File: src/rtl/regfile_arb_pkg.sv
// Shared types and default widths for the register-bank port arbiter family.
package regfile_arb_pkg;

  localparam int unsigned DEF_AW = 2;
  localparam int unsigned DEF_DW = 16;

  typedef enum logic [1:0] {
    IDLE   = 2'd0,
    ACCESS = 2'd1,
    ACK    = 2'd2
  } state_e;

endpackage

File: src/rtl/regfile_port_arbiter_rr_pick.sv
// Combinational round-robin picker: first set request scanning ptr, ptr+1, ... mod N_REQ.
module rr_pick #(
  parameter int unsigned N_REQ = 4,
  parameter int unsigned PW    = (N_REQ > 1) ? $clog2(N_REQ) : 1
) (
  input  logic [N_REQ-1:0] req,
  input  logic [PW-1:0]    ptr,
  output logic [PW-1:0]    grant,
  output logic             any_req
);

  logic          found;
  int unsigned   idx;
  logic [PW-1:0] idx_pw;

  // Scan from ptr upward with wrap; the first requester seen wins.
  always_comb begin
    grant   = '0;
    found   = 1'b0;
    idx     = 0;
    idx_pw  = '0;
    any_req = |req;
    for (int unsigned i = 0; i < N_REQ; i++) begin
      idx    = (32'(ptr) + i) % N_REQ;
      idx_pw = PW'(idx);
      if (!found && req[idx_pw]) begin
        grant = idx_pw;
        found = 1'b1;
      end
    end
  end

endmodule

File: src/rtl/regfile_port_arbiter.sv
// Shares the single register-bank port among N_REQ requesters with round-robin
// arbitration and a bounded lock for read-modify-write sequences.
module regfile_port_arbiter
  import regfile_arb_pkg::*;
#(
  parameter int unsigned N_REQ    = 4,
  parameter int unsigned AW       = DEF_AW,
  parameter int unsigned DW       = DEF_DW,
  parameter int unsigned MAX_LOCK = 4
) (
  input  logic                clk,
  input  logic                rst,
  input  logic [N_REQ-1:0]    req,
  input  logic [N_REQ-1:0]    req_we,
  input  logic [N_REQ-1:0]    req_lock,
  input  logic [N_REQ*AW-1:0] req_addr,
  input  logic [N_REQ*DW-1:0] req_wdata,
  output logic [N_REQ-1:0]    ack,
  output logic [DW-1:0]       rsp_rdata,
  output logic                rf_sel,
  output logic                rf_wr,
  output logic [AW-1:0]       rf_addr,
  output logic [DW-1:0]       rf_wdata,
  input  logic [DW-1:0]       rf_rdata,
  output logic                busy
);

  localparam int unsigned PW  = (N_REQ > 1) ? $clog2(N_REQ) : 1;
  localparam int unsigned LCW = (MAX_LOCK > 1) ? $clog2(MAX_LOCK) : 1;

  state_e           state_q, state_d;
  logic [PW-1:0]    ptr_q, ptr_d;
  logic [PW-1:0]    last_q, last_d;
  logic [PW-1:0]    win_q, win_d;
  logic [LCW-1:0]   lock_cnt_q, lock_cnt_d;
  logic [N_REQ-1:0] ack_q, ack_d;
  logic [DW-1:0]    rsp_rdata_q, rsp_rdata_d;
  logic             rf_sel_q, rf_sel_d;
  logic             rf_wr_q, rf_wr_d;
  logic [AW-1:0]    rf_addr_q, rf_addr_d;
  logic [DW-1:0]    rf_wdata_q, rf_wdata_d;
  logic             busy_q, busy_d;

  logic [PW-1:0]    rr_grant;
  logic             any_req;
  logic             lock_hit;
  logic [PW-1:0]    pick;

  rr_pick #(
    .N_REQ (N_REQ),
    .PW    (PW)
  ) u_rr_pick (
    .req     (req),
    .ptr     (ptr_q),
    .grant   (rr_grant),
    .any_req (any_req)
  );

  // Locked requester keeps the port until its grant budget is used up.
  always_comb begin
    lock_hit = req_lock[last_q] && req[last_q] && (lock_cnt_q < LCW'(MAX_LOCK - 1));
    pick     = lock_hit ? last_q : rr_grant;
  end

  // Next-state and registered-output computation for IDLE -> ACCESS -> ACK.
  // The rf_* output registers double as the latch for the granted access;
  // rf_wr_q still holds the access direction during ACCESS for the data capture.
  always_comb begin
    state_d     = state_q;
    ptr_d       = ptr_q;
    last_d      = last_q;
    win_d       = win_q;
    lock_cnt_d  = lock_cnt_q;
    ack_d       = '0;
    rsp_rdata_d = '0;
    rf_sel_d    = 1'b0;
    rf_wr_d     = 1'b0;
    rf_addr_d   = rf_addr_q;
    rf_wdata_d  = rf_wdata_q;
    busy_d      = 1'b0;
    case (state_q)
      IDLE: begin
        if (any_req) begin
          state_d    = ACCESS;
          win_d      = pick;
          lock_cnt_d = lock_hit ? lock_cnt_q + 1'b1 : '0;
          rf_sel_d   = 1'b1;
          rf_wr_d    = req_we[pick];
          rf_addr_d  = req_addr[32'(pick)*AW +: AW];
          rf_wdata_d = req_wdata[32'(pick)*DW +: DW];
          busy_d     = 1'b1;
        end
      end
      ACCESS: begin
        state_d       = ACK;
        ack_d[win_q]  = 1'b1;
        rsp_rdata_d   = rf_wr_q ? '0 : rf_rdata;
        busy_d        = 1'b1;
      end
      ACK: begin
        state_d = IDLE;
        last_d  = win_q;
        ptr_d   = (win_q == PW'(N_REQ - 1)) ? '0 : win_q + 1'b1;
      end
      default: state_d = IDLE;
    endcase
  end

  // State and output registers with synchronous active-low reset.
  always_ff @(posedge clk) begin
    if (!rst) begin
      state_q     <= IDLE;
      ptr_q       <= '0;
      last_q      <= '0;
      win_q       <= '0;
      lock_cnt_q  <= '0;
      ack_q       <= '0;
      rsp_rdata_q <= '0;
      rf_sel_q    <= 1'b0;
      rf_wr_q     <= 1'b0;
      rf_addr_q   <= '0;
      rf_wdata_q  <= '0;
      busy_q      <= 1'b0;
    end else begin
      state_q     <= state_d;
      ptr_q       <= ptr_d;
      last_q      <= last_d;
      win_q       <= win_d;
      lock_cnt_q  <= lock_cnt_d;
      ack_q       <= ack_d;
      rsp_rdata_q <= rsp_rdata_d;
      rf_sel_q    <= rf_sel_d;
      rf_wr_q     <= rf_wr_d;
      rf_addr_q   <= rf_addr_d;
      rf_wdata_q  <= rf_wdata_d;
      busy_q      <= busy_d;
    end
  end

  assign ack       = ack_q;
  assign rsp_rdata = rsp_rdata_q;
  assign rf_sel    = rf_sel_q;
  assign rf_wr     = rf_wr_q;
  assign rf_addr   = rf_addr_q;
  assign rf_wdata  = rf_wdata_q;
  assign busy      = busy_q;

endmodule

File: config.mk
export PLATFORM = sky130hd
export DESIGN_NAME = regfile_port_arbiter
export DESIGN_NICKNAME = d
export VERILOG_FILES = /design/src/rtl/regfile_arb_pkg.sv /design/src/rtl/regfile_port_arbiter_rr_pick.sv /design/src/rtl/regfile_port_arbiter.sv
export SDC_FILE = /design/constraint.sdc
export NUM_CORES = 1
export LEC_CHECK = 0
export BUFFER_PORTS_ARGS = -buffer_cell sky130_fd_sc_hd__buf_2
export CAP_MARGIN = 10
export CORE_MARGIN = 1
export CORE_UTILIZATION = 40
export DETAILED_ROUTE_END_ITERATION = 8
export PLACE_DENSITY = 0.86
export SLEW_MARGIN = 20
export SYNTH_ARGS = -nofsm -noshare
export SYNTH_HDL_FRONTEND = slang
export SYNTH_SLANG_ARGS = --single-unit
File: constraint.sdc
create_clock -name clk -period 5.25 [get_ports clk]
set_input_delay 0 -clock clk [delete_from_list [all_inputs] [get_ports clk]]
set_output_delay 0 -clock clk [all_outputs]
set_load 0.005 [all_outputs]
* Word level (Yosys, flattened, before mapping) *
Cells that the tools add are included.

storage, ports and cells
  register bits after elaboration = 51
  input port bits = 102
  output and inout bits = 41
  word-level logic and storage cells = 80

operators by class
  add/sub/neg operators = 5
  order comparisons = 9
  equal/unequal tests = 4
  shift-type cells = 2
  muxes and demuxes = 30
  bitwise operators = 2
  reduce and logical (&&, ||, !) cells = 16

operator list
  kind                                                 number
  variable part select 64 x 7 -> 16 bit                1
  < comparator 2 x 3 -> 1 bit, second input constant   7
  2-to-1 mux 2 bit                                     8
  binary-select mux 1 bit (select 2 bit)               7
  2-to-1 mux 1 bit                                     12
  variable part select 8 x 4 -> 2 bit                  1
  adder 2 x 1 -> 2 bit, second input constant          3
  logical AND 1 bit                                    6
  AND reduction 2 bit                                  3
  adder 2 bit, second input constant                   2
  == test 2 bit, second input constant                 2
  case mux 2 bit (2 select lines)                      1
  OR reduction 4 bit                                   1
  logical NOT 1 bit                                    3
  AND reduction 3 bit                                  1
  OR reduction 3 bit                                   1
  demux 1 bit (select 2 bit)                           1
  == test 2 x 1 -> 1 bit, second input constant        1
  >= comparator 2 x 1 -> 1 bit, second input constant  1
  logical NOT 2 bit                                    1
  < comparator 2 bit, second input constant            1
  inequality test 2 bit, second input constant         1
  inverter 1 bit                                       2
  case mux 1 bit (2 select lines)                      1

* Longest topological paths before layout *
  depth after elaboration = 15
  gate-level depth with buffers = 8
  mapped depth without buffers = 6

* Modules after synthesis *
From an unflattened synthesis, not the netlist that was laid out.

second synthesis, totals
  cells, all modules = 303
  area total of the unflattened synthesis = 2524.9 µm²

modules (own cells, without submodules)
  module                times used  cells each  area an instance (µm²)  sequential area each (µm²)
  regfile_port_arbiter  1           288         2447.3                  1021.0
  rr_pick               1           15          77.6                    0.0

* Worst setup path before layout *
No wires, ideal clock.

  path kind = flip-flop to flip-flop
  from = register last_q[0]
  to = register rf_wr_q, in the netlist rf_wr
  library setup time = 115 ps
  data arrival time = 1880 ps
  required time = 5135 ps
  slack = 3255 ps
  stages on the path, launching flop included = 7
  path buffers = 0
  period minus slack after synthesis = 1995 ps
  path through = dfxtp_1 a211oi_2 a311oi_2 a221oi_2 a31oi_2 mux4_1 and2_1

between the ends
  cells in the longest elaborated chain, start to end = 7
  elaborated cells between the ends (all ways) = 9
  classes of those cells = mux: 7; reduce/logical: 2

ends and longest elaborated chain
  item                                      RTL line                     source
  start, declared                           regfile_port_arbiter.sv:33   logic [PW-1:0] last_q, last_d;
  start signal, assigned                    regfile_port_arbiter.sv:127  last_q <= last_d;
  binary-select mux 1 bit (select 2 bit)    regfile_port_arbiter.sv:61   lock_hit = req_lock[last_q] && req[last_q] && (lock_cnt_q < LCW'(MAX_LOCK - 1));
  2-to-1 mux 1 bit (not written as such)    regfile_port_arbiter.sv:61
  logical AND 1 bit (2 in series)           regfile_port_arbiter.sv:61
  2-to-1 mux 2 bit *                        regfile_port_arbiter.sv:62   pick = lock_hit ? last_q : rr_grant;
  binary-select mux 1 bit (select 2 bit) *  regfile_port_arbiter.sv:88   rf_wr_d = req_we[pick];
  2-to-1 mux 1 bit (not written as such) *  regfile_port_arbiter.sv:88
  end signal, assigned                      regfile_port_arbiter.sv:133  rf_wr_q <= rf_wr_d;
  end, declared                             regfile_port_arbiter.sv:39   logic rf_wr_q, rf_wr_d;

Every way passes the cells marked *; elsewhere a longest branch is shown, timed or not. The select of a mux whose other input is x is not followed.
A chain may end at the register's enable or synchronous reset.

* Worst setup path in the final report *
Ends and elaborated chain as after synthesis.

==> impl_metrics.env <==
export IMPL_areaGrowthSynthToFinish_pct=42.0
export IMPL_synthMuxAreaShare_pct=17.0
export IMPL_synth_edf_count=0
export IMPL_leakage_uw=0.00177
export IMPL_coreArea_mm2=0.00564
export IMPL_layout_drive_gt1_share_pct=43.2
export IMPL_yosys_area_top_type="dfxtp_1"
export IMPL_rows=27
export IMPL_vias=2286
export IMPL_fin_skew_ns=0.00345
export IMPL_period_needed_ns=2.99
export IMPL_path_clk_slew_ns=0.09
export IMPL_grt_use_total_pct=20.2
export IMPL_drt_iter0_drc=39
export IMPL_fin_cells=454
export IMPL_grt_pass1_wl_mm=9.89
export IMPL_die_area_mm2=0.00628
export IMPL_synthFlopType="dfxtp_1"
export IMPL_end_kind="register"
export IMPL_path_class="reg -> reg"
export IMPL_gr_total_overflow=0
export IMPL_final_hold_violation_count=0
export IMPL_yosysMostFrequentCell="dfxtp_1"
export IMPL_drtPass1Iterations=4
export IMPL_fin_nets=488
export IMPL_start_kind="register"
export IMPL_post_cts_buffers=0
export IMPL_cts_tree="yes"
export IMPL_worstPathArrival_ns=3.19
export IMPL_synth_top_family_by_area="simple AND/OR/NAND/NOR gates"
export IMPL_max_vdd_ir_drop_uv=116
export IMPL_die_y_um=79.2
export IMPL_max_freq_mhz=334
export IMPL_routabilityCongestion=0.839
export IMPL_root_buffer="clkbuf_8"
export IMPL_maxCapViolations=0
export IMPL_synth_common_cells="51 x dfxtp_1, 38 x mux2i_1, 25 x and2_1"
export IMPL_yosysSeqAreaShare_pct=42.8
export IMPL_port_buffers=142
export IMPL_setup_viol=0
export IMPL_ioPinCount=143
export IMPL_yosys_area_share_simple_pct=17.6
export IMPL_period_share_pct=56.9
export IMPL_antenna_found_initial=0
export IMPL_synth_compound_area_share_pct=14.3
export IMPL_insertion_delay_ns=0.30
export IMPL_avgSynthCellArea_um2=10.5
export IMPL_synth_top_area_share_pct=42.8
export IMPL_synth_fa_ha_area_share_pct=2.62
export IMPL_cts_max_level=2
export IMPL_wl_per_cell_um=14.3
export IMPL_hold_class="in -> reg"
export IMPL_dp_cells=427
export IMPL_routed_wl_mm=6.51
export IMPL_synth_xor_area_share_pct=0
export IMPL_r2r_slack_ns=2.26
export IMPL_die_w_um=79.2
export IMPL_critPathRequiredTime_ns=5.45
export IMPL_cts_sink_count=51
export IMPL_vias_per_cell=5.04
export IMPL_status="complete, no violations"
export IMPL_numCtsBuffers=5
export IMPL_synth_cell_type_count=39
export IMPL_start_util_pct=42.3
export IMPL_rsz0062_at_grt="false"
export IMPL_slew_viol_final=0
export IMPL_ys_ff_latch=51
export IMPL_fill_cells=461
export IMPL_critPathMaxFanout=30
export IMPL_syn_area_mm2=0.00239
export IMPL_syn_inst=227
export IMPL_antenna_left=0
export IMPL_fin_setup_tns_ns=0
export IMPL_dp_hpwl_mm=4.64
export IMPL_relSlewSlack_pct=47.1
export IMPL_cellPowerDensity_mw_per_mm2=274
export IMPL_tightest_slew_ns=0.793
export IMPL_clockBufferDepth=2
export IMPL_synth_area_leaders="dfxtp_1 43%, mux2i_1 16%, and2_1 6.6%, o221ai_1 4.4%, nand3_1 4.2%"
export IMPL_drc_errors=0
export IMPL_grt_pass1_vias=2230
export IMPL_synthesis_nets=334
export IMPL_grt_max_degree=31
export IMPL_postSynth_asyncResetShare_pct=0
export IMPL_diodes=0
export IMPL_ys_warn_count=0
==> state kept, by name, summed over array words and instances (netlist names) <==
| register | flops |
|---|---|
| rf_wdata | 16 |
| rsp_rdata | 16 |
| ack | 4 |
| last_q | 2 |
| lock_cnt_q | 2 |
| ptr_q | 2 |
| rf_addr | 2 |
| state_q | 2 |
| win_q | 2 |
| busy | 1 |
| rf_sel | 1 |
| rf_wr | 1 |
==> critical path, cell delays in order, from the launching register on <==
cell and delay, ns:
dfxtp_1 0.51, a211oi_2 0.09, a311oi_2 0.43, a221oi_2 0.15
a31oi_4 0.42, buf_4 0.51, mux4_1 0.60, and2_1 0.17
==> final timing paths <==
path                  from             to  depth (start not counted)
min reg2reg  lock_cnt_q[1]  lock_cnt_q[1]                          2
max              last_q[0]          rf_wr                          7
min          req_wdata[23]    rf_wdata[7]                          3
max reg2reg      last_q[0]          rf_wr                          7
==> cell usage in the layout (no fill, tap or decap), types with 2 or more instances in the layout <==
master	n
nor3_1	2
nand3_1	20
o221ai_2	6
clkbuf_8	5
and2_1	25
nand2b_1	2
mux2i_1	38
nor2b_1	6
or2_2	2
buf_2	142
o21ai_0	3
inv_1	5
nand2_1	10
a21oi_1	4
dlygate4sd3_1	19
nor2_1	3
o221ai_1	12
ha_1	5
dfxtp_1	51
==> final cells by class <==
cell class	count	area (um2)	share of cell area [%]
Clock buffer	5	68.8	2.03
Clock inverter	3	43.8	1.29
Inverter	5	18.8	0.554
Multi-Input combinational cell	156	1240	36.5
Sequential cell	51	1020	30.1
Tap cell	72	90.1	2.66
Timing Repair Buffer	162	908	26.8
==> repair_timing <==
action	CTS	global route
gates resized for setup	0	0
hold buffers	19	0
hold endpoints to repair	19	0
==> report_power, final <==
part	total [uW]	internal (uW)	switching (uW)	leakage (uW)
Sequential	439	422	17.4	0.000418
Combinational	220	114	105	0.00130
Clock	271	142	129	0.0000581
==> through the flow <==
step	power (uW)	setup WS, ns	util (%)	hold slack, ns	area (um2)
after CTS	939	2.28	60.1	0.000652	3390
after global routing	980	2.10	60.1	0.00803	3390
after floorplan	579	3.26	-	0.122	2390
after global placement	651	2.41	54.7	0.204	3090
final	929	2.26	60.1	0.00816	3390
after detailed placement	658	2.29	54.7	0.206	3090
==> cells by family (layout without fill, tap and decap cells) <==
| kind of cell | count (synthesis) | in the layout |
|---|---|---|
| adders and majority gates | 5 | 5 |
| buffers and inverters | 20 | 175 |
| AOI/OAI and AO/OA | 36 | 36 |
| muxes | 39 | 39 |
| and+or+nand+nor | 76 | 76 |
| DFF | 51 | 51 |
==> per-layer routing <==
layer / vias up / wire length (um) / part of all wire [%] / track usage (%)
met5: - / 0 / 0 / 0
met4: 0 / 102 / 1.6 / 8.18
met3: 12 / 564 / 8.7 / 5.98
met2: 117 / 3280 / 50 / 37.2
met1: 1025 / 2560 / 39 / 21.3
li1: 1132 / - / - / -
No activity file was read; power rests on OpenSTA's default activity.
